$ cat config.mk
export PLATFORM = sky130hd
export DESIGN_NAME = temp_to_vcode
export DESIGN_NICKNAME = d
export VERILOG_FILES = /design/src/rtl/temp_pkg.sv /design/src/rtl/voltage.sv /design/src/rtl/temp_to_vcode.sv
export SDC_FILE = /design/constraint.sdc
export NUM_CORES = 1
export LEC_CHECK = 0
export BUFFER_PORTS_ARGS = -buffer_cell sky130_fd_sc_hd__buf_4
export CORE_MARGIN = 2
export CORE_UTILIZATION = 60
export DETAILED_ROUTE_END_ITERATION = 8
export GPL_TIMING_DRIVEN = 0
export PLACE_DENSITY = 0.88
export SYNTH_ARGS = -nofsm -noshare
export SYNTH_HDL_FRONTEND = slang
export SYNTH_HIERARCHICAL = 1
export SYNTH_SLANG_ARGS = --single-unit
$ cat constraint.sdc
create_clock -name clk -period 6.2 [get_ports clk]
set_input_delay 0 -clock clk [delete_from_list [all_inputs] [get_ports clk]]
set_output_delay 0 -clock clk [all_outputs]
set_load 0.02 [all_outputs]
$ cat src/rtl/temp_pkg.sv
// Shared types for the thermistor voltage/temperature blocks.
//   VCODE_W      : thermistor voltage code width
//   TEMP_W       : signed temperature width
//   t2v_state_e  : temp_to_vcode controller states
//   vcode_t      : voltage code
//   temp_t       : signed temperature
package temp_pkg;

  localparam int unsigned VCODE_W = 4;
  localparam int unsigned TEMP_W  = 32;

  typedef enum logic [1:0] {
    IDLE,
    SEARCH,
    RESP
  } t2v_state_e;

  typedef logic        [VCODE_W-1:0] vcode_t;
  typedef logic signed [TEMP_W-1:0]  temp_t;

endpackage

$ cat src/rtl/voltage.sv
// Thermistor voltage block: maps a 4-bit voltage code to the temperature it
// represents (signed, tenths of a degree). Purely combinational. The
// temperature rises strictly with the code.
//   v_therm    in   VCODE_W  voltage code
//   temp_therm out  TEMP_W   temperature for that code, signed
module voltage
  import temp_pkg::*;
(
  input  vcode_t v_therm,
  output temp_t  temp_therm
);

  localparam temp_t TEMP_LUT [16] = '{
    -400, -250, -120,  -10,
      85,  170,  250,  325,
     395,  460,  520,  575,
     625,  670,  710,  745
  };

  assign temp_therm = TEMP_LUT[v_therm];

endmodule

$ cat src/rtl/temp_to_vcode.sv
// Inverse of the voltage block: given a target temperature, finds the voltage
// code that produces it with a VCODE_W-step successive-approximation search,
// using the voltage block as the forward model.
//   clk        in   1        rising-edge clock
//   rst_n      in   1        asynchronous active-low reset
//   req_valid  in   1        target temperature offered
//   req_ready  out  1        idle, able to accept a request
//   req_temp   in   TEMP_W   target temperature, signed
//   rsp_valid  out  1        result available, held until taken
//   rsp_ready  in   1        consumer takes result
//   rsp_code   out  VCODE_W  resolved voltage code
//   rsp_under  out  1        no code satisfies the compare (code 0)
//   rsp_over   out  1        target strictly beyond temp(all-ones)
module temp_to_vcode #(
  parameter int unsigned VCODE_W    = 4,
  parameter int unsigned TEMP_W     = 32,
  parameter bit          DESCENDING = 1'b0
) (
  input  logic               clk,
  input  logic               rst_n,
  input  logic               req_valid,
  output logic               req_ready,
  input  logic [TEMP_W-1:0]  req_temp,
  output logic               rsp_valid,
  input  logic               rsp_ready,
  output logic [VCODE_W-1:0] rsp_code,
  output logic               rsp_under,
  output logic               rsp_over
);

  import temp_pkg::t2v_state_e;
  import temp_pkg::IDLE;
  import temp_pkg::SEARCH;
  import temp_pkg::RESP;

  localparam int unsigned BIT_W = (VCODE_W > 1) ? $clog2(VCODE_W) : 1;

  t2v_state_e                state_q, state_d;
  logic [VCODE_W-1:0]        acc_q, acc_d, acc_res, trial;
  logic [BIT_W-1:0]          idx_q, idx_d;
  logic signed [TEMP_W-1:0]  target_q, target_d;
  logic [VCODE_W-1:0]        code_q, code_d;
  logic                      under_q, under_d, over_q, over_d;

  logic signed [TEMP_W-1:0]  temp_trial, temp_min, temp_max;
  logic                      pass_trial, fail_min, beyond_max;

  // Main search path plus two constant-code instances for the range-end
  // flags; the constant ones reduce to fixed values in synthesis.
  voltage u_fwd     (.v_therm(trial), .temp_therm(temp_trial));
  voltage u_fwd_min (.v_therm('0),    .temp_therm(temp_min));
  voltage u_fwd_max (.v_therm('1),    .temp_therm(temp_max));

  always_comb begin
    trial      = acc_q | (VCODE_W'(1) << idx_q);
    pass_trial = DESCENDING ? (temp_trial >= target_q) : (temp_trial <= target_q);
    fail_min   = DESCENDING ? (temp_min   <  target_q) : (temp_min   >  target_q);
    beyond_max = DESCENDING ? (target_q   <  temp_max) : (target_q   >  temp_max);
    acc_res    = pass_trial ? trial : acc_q;
  end

  always_comb begin
    state_d  = state_q;
    acc_d    = acc_q;
    idx_d    = idx_q;
    target_d = target_q;
    code_d   = code_q;
    under_d  = under_q;
    over_d   = over_q;
    unique case (state_q)
      IDLE: begin
        if (req_valid) begin
          target_d = $signed(req_temp);
          acc_d    = '0;
          idx_d    = BIT_W'(VCODE_W - 1);
          state_d  = SEARCH;
        end
      end
      SEARCH: begin
        acc_d = acc_res;
        if (idx_q == '0) begin
          // Result and range flags are registered on the same edge that
          // enters RESP, so they are valid together with rsp_valid.
          code_d  = acc_res;
          under_d = (acc_res == '0) && fail_min;
          over_d  = (acc_res == '1) && beyond_max;
          state_d = RESP;
        end else begin
          idx_d = idx_q - 1'b1;
        end
      end
      RESP: begin
        if (rsp_ready) begin
          state_d = IDLE;
        end
      end
      default: state_d = IDLE;
    endcase
  end

  always_ff @(posedge clk or negedge rst_n) begin
    if (!rst_n) begin
      state_q  <= IDLE;
      acc_q    <= '0;
      idx_q    <= BIT_W'(VCODE_W - 1);
      target_q <= '0;
      code_q   <= '0;
      under_q  <= 1'b0;
      over_q   <= 1'b0;
    end else begin
      state_q  <= state_d;
      acc_q    <= acc_d;
      idx_q    <= idx_d;
      target_q <= target_d;
      code_q   <= code_d;
      under_q  <= under_d;
      over_q   <= over_d;
    end
  end

  assign req_ready = (state_q == IDLE);
  assign rsp_valid = (state_q == RESP);
  assign rsp_code  = code_q;
  assign rsp_under = under_q;
  assign rsp_over  = over_q;

endmodule

-- Word-level counts from Yosys, hierarchy flattened
Memory sizes are Yosys's and may differ from the RTL's.
Index checks and enable logic that the tools add are counted.
- output and inout bits: 8
- memory bits (writable): 0
- bits in registers: 46
- memory bits (read-only): 512
- memories kept: 1
- latch bits: 0
- shift operators: 1
- add/sub/neg operators: 1
- bitwise gates (word level): 2
- reduce and logical (&&, ||, !) cells: 11
- div/mod/pow operators: 0
- order comparisons: 4
- mux-type cells: 12
- multipliers: 0
- equal/unequal tests: 7
- memories (name ; depth ; width ; rd ports ; clocked after Yosys merged registers in ; wr ports ; RTL line ; text):
    (name not given) ; 16 ; 32 ; 1 ; 0 ; 0 ; voltage.sv:20 ; assign temp_therm = TEMP_LUT[v_therm];
- operators with widths (kind ; number):
    two-way mux 32 bit ; 2
    greater-than comparator 10 x 32 -> 1 bit, first input constant ; 1
    greater-than comparator 32 x 11 -> 1 bit, second input constant ; 1
    <= comparator 32 bit ; 1
    two-way mux 2 bit ; 5
    two-way mux 4 bit ; 2
    one-hot mux 4 bit (2 select lines) ; 1
    != test 2 bit, second input constant ; 3
    one-hot mux 2 bit (3 select lines) ; 1
    AND reduction 2 bit ; 3
    AND reduction 3 bit ; 2
    >= comparator 5 bit, second input constant ; 1
    inverter 4 -> 5 bit ; 1
    equality test 4 bit, second input constant ; 1
    zero test 2 bit ; 2
    zero test 4 bit ; 1
    bitwise OR 4 bit ; 1
    one-hot mux 2 bit (2 select lines) ; 1
    << shifter 1 x 2 -> 4 bit, first input constant ; 1
    equality test 2 x 1 -> 1 bit, second input constant ; 1
    equality test 2 bit, second input constant ; 1
    logical AND 1 bit ; 2
    != test 2 x 1 -> 1 bit, second input constant ; 1
    nonzero test 2 bit ; 1
    subtractor 2 x 1 -> 2 bit, second input constant ; 1

-- Longest topological paths before layout
Gate-level depths: netlist (run 1).
- depth in word-level cells: 10
- mapped depth: 20
- depth with buffers taken out: 19

-- By module
The synthesis (run 1) kept the hierarchy.
- by module, submodules not included (module ; area an instance (um2) ; instances ; cells each):
    temp_to_vcode ; 4165.2 ; 1 ; 484
    voltage at u_fwd_max ; 435.4 ; 1 ; 63
    voltage at u_fwd_min ; 435.4 ; 1 ; 61
    voltage at u_fwd ; 432.9 ; 1 ; 61

-- Worst setup path after synthesis (run 1)
Ideal clock, no wire load.
- path kind: reg2reg
- start: register idx_q[0]
- end: register over_q (netlist: rsp_over)
- buffers on the path: 3
- setup slack: 1.744 ns
- cell stages (with the launch flop): 18
- period minus slack after synthesis: 4.456 ns
- data arrival time: 4.335 ns
- cell sequence: dfstp_2 > inv_1 > ha_1 > or2_2 > buf_2 > nor2_1 > buf_4 > ha_1 > nand4_2 > nor4_2 > and4_1 > nand2_1 > o2111a_1 > or3_1 > buf_6 > a21oi_4 > nor3_1 > a32o_1
- cells in the longest elaborated chain, start to end: 10
- ends and longest elaborated chain (item ; RTL line ; text):
    from (decl) ; temp_to_vcode.sv:40 ; logic [BIT_W-1:0] idx_q, idx_d;
    from (signal assigned) ; temp_to_vcode.sv:105 ; idx_q <= BIT_W'(VCODE_W - 1);
    from (signal assigned) ; temp_to_vcode.sv:113 ; idx_q <= idx_d;
    << shifter 1 x 2 -> 4 bit ; temp_to_vcode.sv:55 ; trial = acc_q | (VCODE_W'(1) << idx_q);
    bitwise OR 4 bit ; temp_to_vcode.sv:55 ;
    named net trial[2] ; temp_to_vcode.sv:39 ; logic [VCODE_W-1:0] acc_q, acc_d, acc_res, trial;
    inverter 4 -> 5 bit (not written as such) ; voltage.sv:20 ;
    memory (16 x 32 bit) ; -- ;
    two-way mux 32 bit (not written as such) (2 in series) ; voltage.sv:20 ;
    named net temp_trial[10] ; temp_to_vcode.sv:45 ; logic signed [TEMP_W-1:0] temp_trial, temp_min, temp_max;
    <= comparator 32 bit ; temp_to_vcode.sv:56 ; pass_trial = DESCENDING ? (temp_trial >= target_q) : (temp_trial <= target_q);
    two-way mux 4 bit ; temp_to_vcode.sv:59 ; acc_res = pass_trial ? trial : acc_q;
    equality test 4 bit ; temp_to_vcode.sv:86 ; over_d = (acc_res == '1) && beyond_max;
    logical AND 1 bit ; temp_to_vcode.sv:86 ;
    to (signal assigned) ; temp_to_vcode.sv:117 ; over_q <= over_d;
    to (decl) ; temp_to_vcode.sv:43 ; logic under_q, under_d, over_q, over_d;
The timed path passes the listed nets, and every way through them passes these cells. The select of a mux whose other input is x is not followed.
A chain may end at the register's enable or synchronous reset.

-- Worst setup path after layout (run 1)
Same ends and word-level chain as after synthesis.

==> results.toml, run 1 <==
[drt]
wire_per_inst_um = 14.99
wl_um = 13280
dr.first_iter.drc_count = 257
drc = 0
firstDrtPassIters = 5
vias = 4977
via_per_inst = 5.617
ant_nets = 0

[clocking]
ctsHtreeMaxLevel = 2
clockRootBuffer = "clkbuf_8"
clk_latency_ns = 0.30
clkSinkCount = 46
cts_tree = "done"
path_clk_slew_ns = 0.08
cts_setup_buffers = 0
clockBufferDepth = 2
numCtsBuffers = 5

[finish]
synthToLayoutAreaGrowth_pct = 18.23
layoutNonFillerInstCount = 886
layout_commonest_cell = "ha_1"
nets = 928
fillers = 620
drive_above_1_share = 0.1941
mostFrequentLayoutCells = "115 x ha_1, 109 x buf_4, 78 x inv_1"
antennaDiodeCount = 0

[yosys]
synthArstFlopShare = 1.000
syn-cell-area_mm2 = 0.005469
synthCells = 669
ys_seq_area_frac = 0.2109
ys_seq_elements = 46
avgSynthCellArea_um2 = 8.175
synthFlopType = "dfrtp_1"
synth_cell_type_count = 57
yosysWarnings = 6
synth_edf_count = 0

[timing]
whs_ns = 0.08221
maxSlewViolCount = 0
rsz0062_at_grt = "no"
fmax_ghz = 0.2019
fin_setup_tns_ns = 0
worstMarginPinSlew_ns = 0.9380
finalSetupViolations = 0
fin_worst_skew_ns = 0.008814
max-slew-margin-rel = 0.3740
hold_violations = 0
period_needed_ns = 4.954
fin_crit_sh = 0.7990

[worst_setup_path]
critical_path.max_stage_delay_ns = 0.76
crit_slowest_cell = "a2111oi_0"
worstPathRequired_ns = 6.39
worst-setup-path-type = "flop to flop"
crit_chain = "inv_1, ha_1, inv_1, nand2_1, inv_1, ha_1, or2_4, nand3_1, o21ai_0, ha_1, nand4_1, a2111oi_0, o31ai_1, o2111a_1, or3_1, buf_6, a21oi_4, nor3_1, a32o_1"
worstPathBufferInverterCount = 4
critPathCaptureType = "flop"
start_kind = "flop"
path_delay_family = "compound AO/OA/AOI/OAI gates"
cp.arrival_ns = 5.15
critPathMaxFanout = 7

[outcome]
status = "complete, no violations"

[pwr]
switching_share = 0.4778
cell_internal_pwr_uw = 1542
p_switching_uw = 1411
pwr-share-clk = 0.076
power_frac_seq = 0.185
comb_power_share = 0.739
ir_drop_uv = 339.3
leakagePower_uw = 0.003337
power_per_cell_area_mw_per_mm2 = 456.8

[global_routing]
antenna_found_initial = 0
grt_overflow = 0
grt_start_max_net_pins = 47
grt_use_total = 0.2749
grt_pass1_wl_um = 22220
grt_pass1_vias = 5016

[die]
fp.dieArea_mm2 = 0.009894
die_w_um = 99.47
initial_core_util = 0.6241
fp.dieH_um = 99.47
num_rows = 34
core-area_mm2 = 0.008763
io_pins = 44

[place]
gp_congestion = 0.9101
hpwl_um = 10110
dp_cells = 844
io_buffers = 43

[flow_run]
cap_violations = 0

[worst_hold_path]
min_path_type = "input port to flop"
worst paths after layout:
check	slack, ns	depth (start not counted)	end	from
min reg2reg	0.50	2	rsp_code[2]	rsp_code[2]
max reg2reg	1.25	19	rsp_over	idx_q[0]
max in group asynchronous	5.55	2	target_q[0]	rst_n
min in group asynchronous	0.24	2	target_q[27]	rst_n
min	0.08	3	state_q[0]	req_valid
max	1.25	19	rsp_over	idx_q[0]
cell families after synthesis:
family	count (synthesis)	share of synthesized area
other	2	0.001373
AO/OA/AOI/OAI	168	0.1906
XOR/XNOR	6	0.009609
AND/OR/NAND/NOR	163	0.1473
multiplexers	7	0.01373
buffers and inverters	162	0.1633
adder cells (fa/ha/maj)	115	0.2631
flip-flops	46	0.2109
layout make-up:
cell class,count,area (um^2),share of cell area
timing repair buffer,77,663.1,0.1026
inverter,78,292.8,0.04528
tap,108,135.1,0.02090
sequential,46,1154,0.1784
clock inverter,1,30.03,0.004644
clock buffer,7,76.32,0.01180
multi-input combinational,485,3515,0.5435
buffer,84,600.6,0.09288
worst min-delay path, cell delays in order:
cell and delay (ns):
buf_4 0.12, mux2i_1 0.13, nor2_1 0.09
registers in the layout (all words and copies together), names as in the netlist:
name and count:
acc_q 4, idx_q 2, rsp_code 4, rsp_over 1
rsp_under 1, state_q 2, target_q 32
timing repair:
action                                 in CTS  in global routing
hold buffers                               34                  0
gates resized for setup                     0                  0
endpoints found under the hold margin      77                  0
stage by stage:
stage | util | power (uW) | area, um^2 | setup slack, ns
5_1_grt | 0.7379 | 3234 | 6466 | 1.071
2_1_floorplan | - | 2125 | 5559 | 1.744
6_report | 0.7379 | 2954 | 6466 | 1.246
4_1_cts | 0.7376 | 2900 | 6464 | 0.9807
3_3_place_gp | 0.6866 | 2462 | 6017 | 1.240
3_5_place_dp | 0.6866 | 2622 | 6017 | 1.043
layer usage:
layer  part of all wire  global-route usage  wire length, um  vias up
li1                   -                   -                -     2442
met1               0.44              0.3384             5784     2342
met2               0.49              0.4896             6492      157
met3              0.046             0.04357              616       36
met4              0.029             0.09168              390        0
met5                  0                   0                0        -
Yosys cell counts, types with 5 or more instances:
cell type  number  area, um^2
o21ai_0        63       315.3
inv_1          78       292.8
nand2b_1        7       43.79
dfrtp_1        44        1101
nand4_1        16       100.1
nor2b_1         5       31.28
a211oi_1        8       60.06
o21a_1          5       37.54
a21oi_1        38       190.2
nor2_1         25       93.84
nand2_1        65       244.0
ha_1          115        1439
a21o_1         27       202.7
clkbuf_1        7       26.28
buf_2           5       25.02
buf_4          66       495.5
nand3_1        13       65.06
a21oi_2         6       52.55
nor3_1          9       45.04
power by group through the flow:
| stage | Sequential [uW] | Clock [uW] | Combinational (uW) |
|---|---|---|---|
| 2_1_floorplan | 539 | 0 | 1590 |
| 3_3_place_gp | 543 | 0 | 1920 |
| 3_5_place_dp | 550 | 0 | 2070 |
| 4_1_cts | 546 | 226 | 2130 |
| 5_1_grt | 565 | 241 | 2430 |
| 6_report | 547 | 225 | 2180 |
Note: power is estimated with default switching activity, not from simulation.
==> inputs of run 2 (changes only) <==
- CORE_UTILIZATION: 60 -> 56
- PLACE_DENSITY: 0.88 -> 0.86
- clock period: 6.2 -> 4.51 ns (I/O delays scaled with it)
==> run 2 against run 1 <==
  * Wire length grew 1.2%
  * Setup slack worse by 0.99 ns
  * Register-to-register slack worse by 0.99 ns
  * Design area increased by 0.72%
  * Fmax up 16%
  * Flip-flop and latch count did not move
  * Worst hold slack worse by 0.038 ns
  * Critical endpoint unchanged
  * Largest cell class unchanged
==> results.toml, run 2 (same netlist as run 1, synthesis figures left out) <==
[worst_setup_path]
crit_slowest_cell = "dfstp_2"
regToRegSetupSlack_ns = 0.25
critPathMaxFanout = 7
critPathCaptureType = "flop"
r2r-start = "idx_q[1]"
critical_path.max_stage_delay_ns = 0.56
regToRegEndpoint = "rsp_over"
worstPathRequired_ns = 4.71
reg2reg_depth = 18
path_delay_family = "simple AND/OR/NAND/NOR gates"
cp.arrival_ns = 4.45
crit_chain = "inv_1, ha_1, or2_2, inv_1, ha_2, or2_4, nand3_1, o21ai_0, ha_1, nand4_1, a2111oi_2, o31ai_1, o2111a_1, or3_1, buf_6, a21oi_4, nor3_1, a32o_1"
worst-setup-path-type = "flop to flop"
start_kind = "flop"
worstPathBufferInverterCount = 3

[timing]
fin_crit_sh = 0.9441
fin_setup_tns_ns = 0
fmax_ghz = 0.2349
whs_ns = 0.04470
max-slew-margin-rel = 0.5917
maxSlewViolCount = 0
fin_worst_skew_ns = 0.007287
hold_violations = 0
period_needed_ns = 4.258
finalSetupViolations = 0
worstMarginPinSlew_ns = 0.6124
rsz0062_at_grt = "no"

[finish]
final_util = 0.6756
drive_above_1_share = 0.2026
multi_input_area_mm2 = 0.003537
layout_commonest_cell = "ha_1"
top_register = "target_q"
largest_reg_flops = 32
synthToLayoutAreaGrowth_pct = 19.08
regArea_mm2 = 0.001154
mostFrequentLayoutCells = "114 x ha_1, 110 x buf_4, 77 x inv_1"
nets = 930
antennaDiodeCount = 0
fillers = 786

[die]
core-area_mm2 = 0.009639
io_pins = 44
fp.dieH_um = 102.8
die_w_um = 102.8
initial_core_util = 0.5674
num_rows = 36
fp.dieArea_mm2 = 0.01057

[global_routing]
grt_overflow = 0
grt_pass1_wl_um = 22270
grt_use_total = 0.2652
antenna_found_initial = 0
grt_start_max_net_pins = 47
grt_pass1_vias = 5022

[clocking]
clockBufferDepth = 2
path_clk_slew_ns = 0.09
cts_tree = "done"
numCtsBuffers = 5
ctsHtreeMaxLevel = 2
clkSinkCount = 46
clk_latency_ns = 0.31
clockRootBuffer = "clkbuf_8"

[drt]
maxUsedRoutingLayer = "met4"
wire_per_inst_um = 14.73
via_per_inst = 5.447
firstDrtPassIters = 5
ant_nets = 0
wl_met2_um = 6635
met1_length_um = 5713
wl_met3_um = 659
dr.first_iter.drc_count = 303
wl_um = 13450
vias = 4973
drc = 0

[worst_hold_path]
holdPathEnd = "state_q[0]"
hold_depth = 3
holdCritStartpoint = "req_valid"
min_path_type = "input port to flop"

[place]
gp_congestion = 0.9457
hpwl_um = 10300
io_buffers = 43

[pwr]
power_per_cell_area_mw_per_mm2 = 620.5
leakagePower_uw = 0.003339
ir_drop_uv = 382.6

[flow_run]
cap_violations = 0

[outcome]
status = "complete, no violations"
==> run 2: cell types whose count changed in the layout (fill, tap and decap cells not counted), sizes merged <==
cell / change
bufinv: -1
clkinv: +1
buf: +1
nor2: +1
==> run 2: how the worst max path moves through the flow <==
stage,startpoint,to,slack (ns),cells after the start
finish,idx_q[1],rsp_over,0.25,18
global route,idx_q[1],rsp_over,0.01,18
CTS,idx_q[0],rsp_over,0.04,19
detailed placement,idx_q[0],rsp_over,-0.60,17
global placement,idx_q[0],rsp_over,-0.48,17
floorplan,idx_q[0],rsp_over,0.05,17
==> run 2: what timing repair did <==
action,CTS,global route
gates resized for setup,4,3
setup endpoints to repair,10,5
gates cloned,0,1
hold endpoints to repair,77,0
pin swaps,0,3
setup buffers,0,1
hold buffers,34,0
==> run 2: routing by layer <==
layer / global-route usage / vias to the layer above
met3: 0.04542 / 44
li1: - / 2441
met5: 0 / -
met2: 0.4781 / 154
met1: 0.3177 / 2334
met4: 0.09514 / 0
==> run 2: through the flow <==
stage                     worst slack, ns  area [um^2]  total power, uW  instances
after global routing              0.01167         6513             4465        913
after global placement            -0.4822         6048             3390        869
after CTS                         0.03538         6494             3926        911
after floorplan                   0.05386         5559             2921        693
after detailed placement          -0.5982         6048             3596        869
final                              0.2521         6513             4041        913
==> run 2: tightest hold or removal path, delay by kind of cell <==
family        cells  cell delay, ns
simple gates      1            0.08
buf+inv           1            0.12
mux               1            0.11
==> run 2: final cells by class <==
type | instances | area share
multi-input cells | 486 | 0.5431
inverters | 78 | 0.04496
flip-flops and latches | 46 | 0.1771
repair buffers | 78 | 0.1030
clock inverters | 1 | 0.0007685
plain buffers | 84 | 0.09222
clock buffers | 7 | 0.01326
well taps | 133 | 0.02555
==> run 2: where the power goes <==
part | switching [uW] | internal (uW)
clock network | 145 | 124
registers | 146 | 611
logic | 1660 | 1360
total | 1950 | 2090
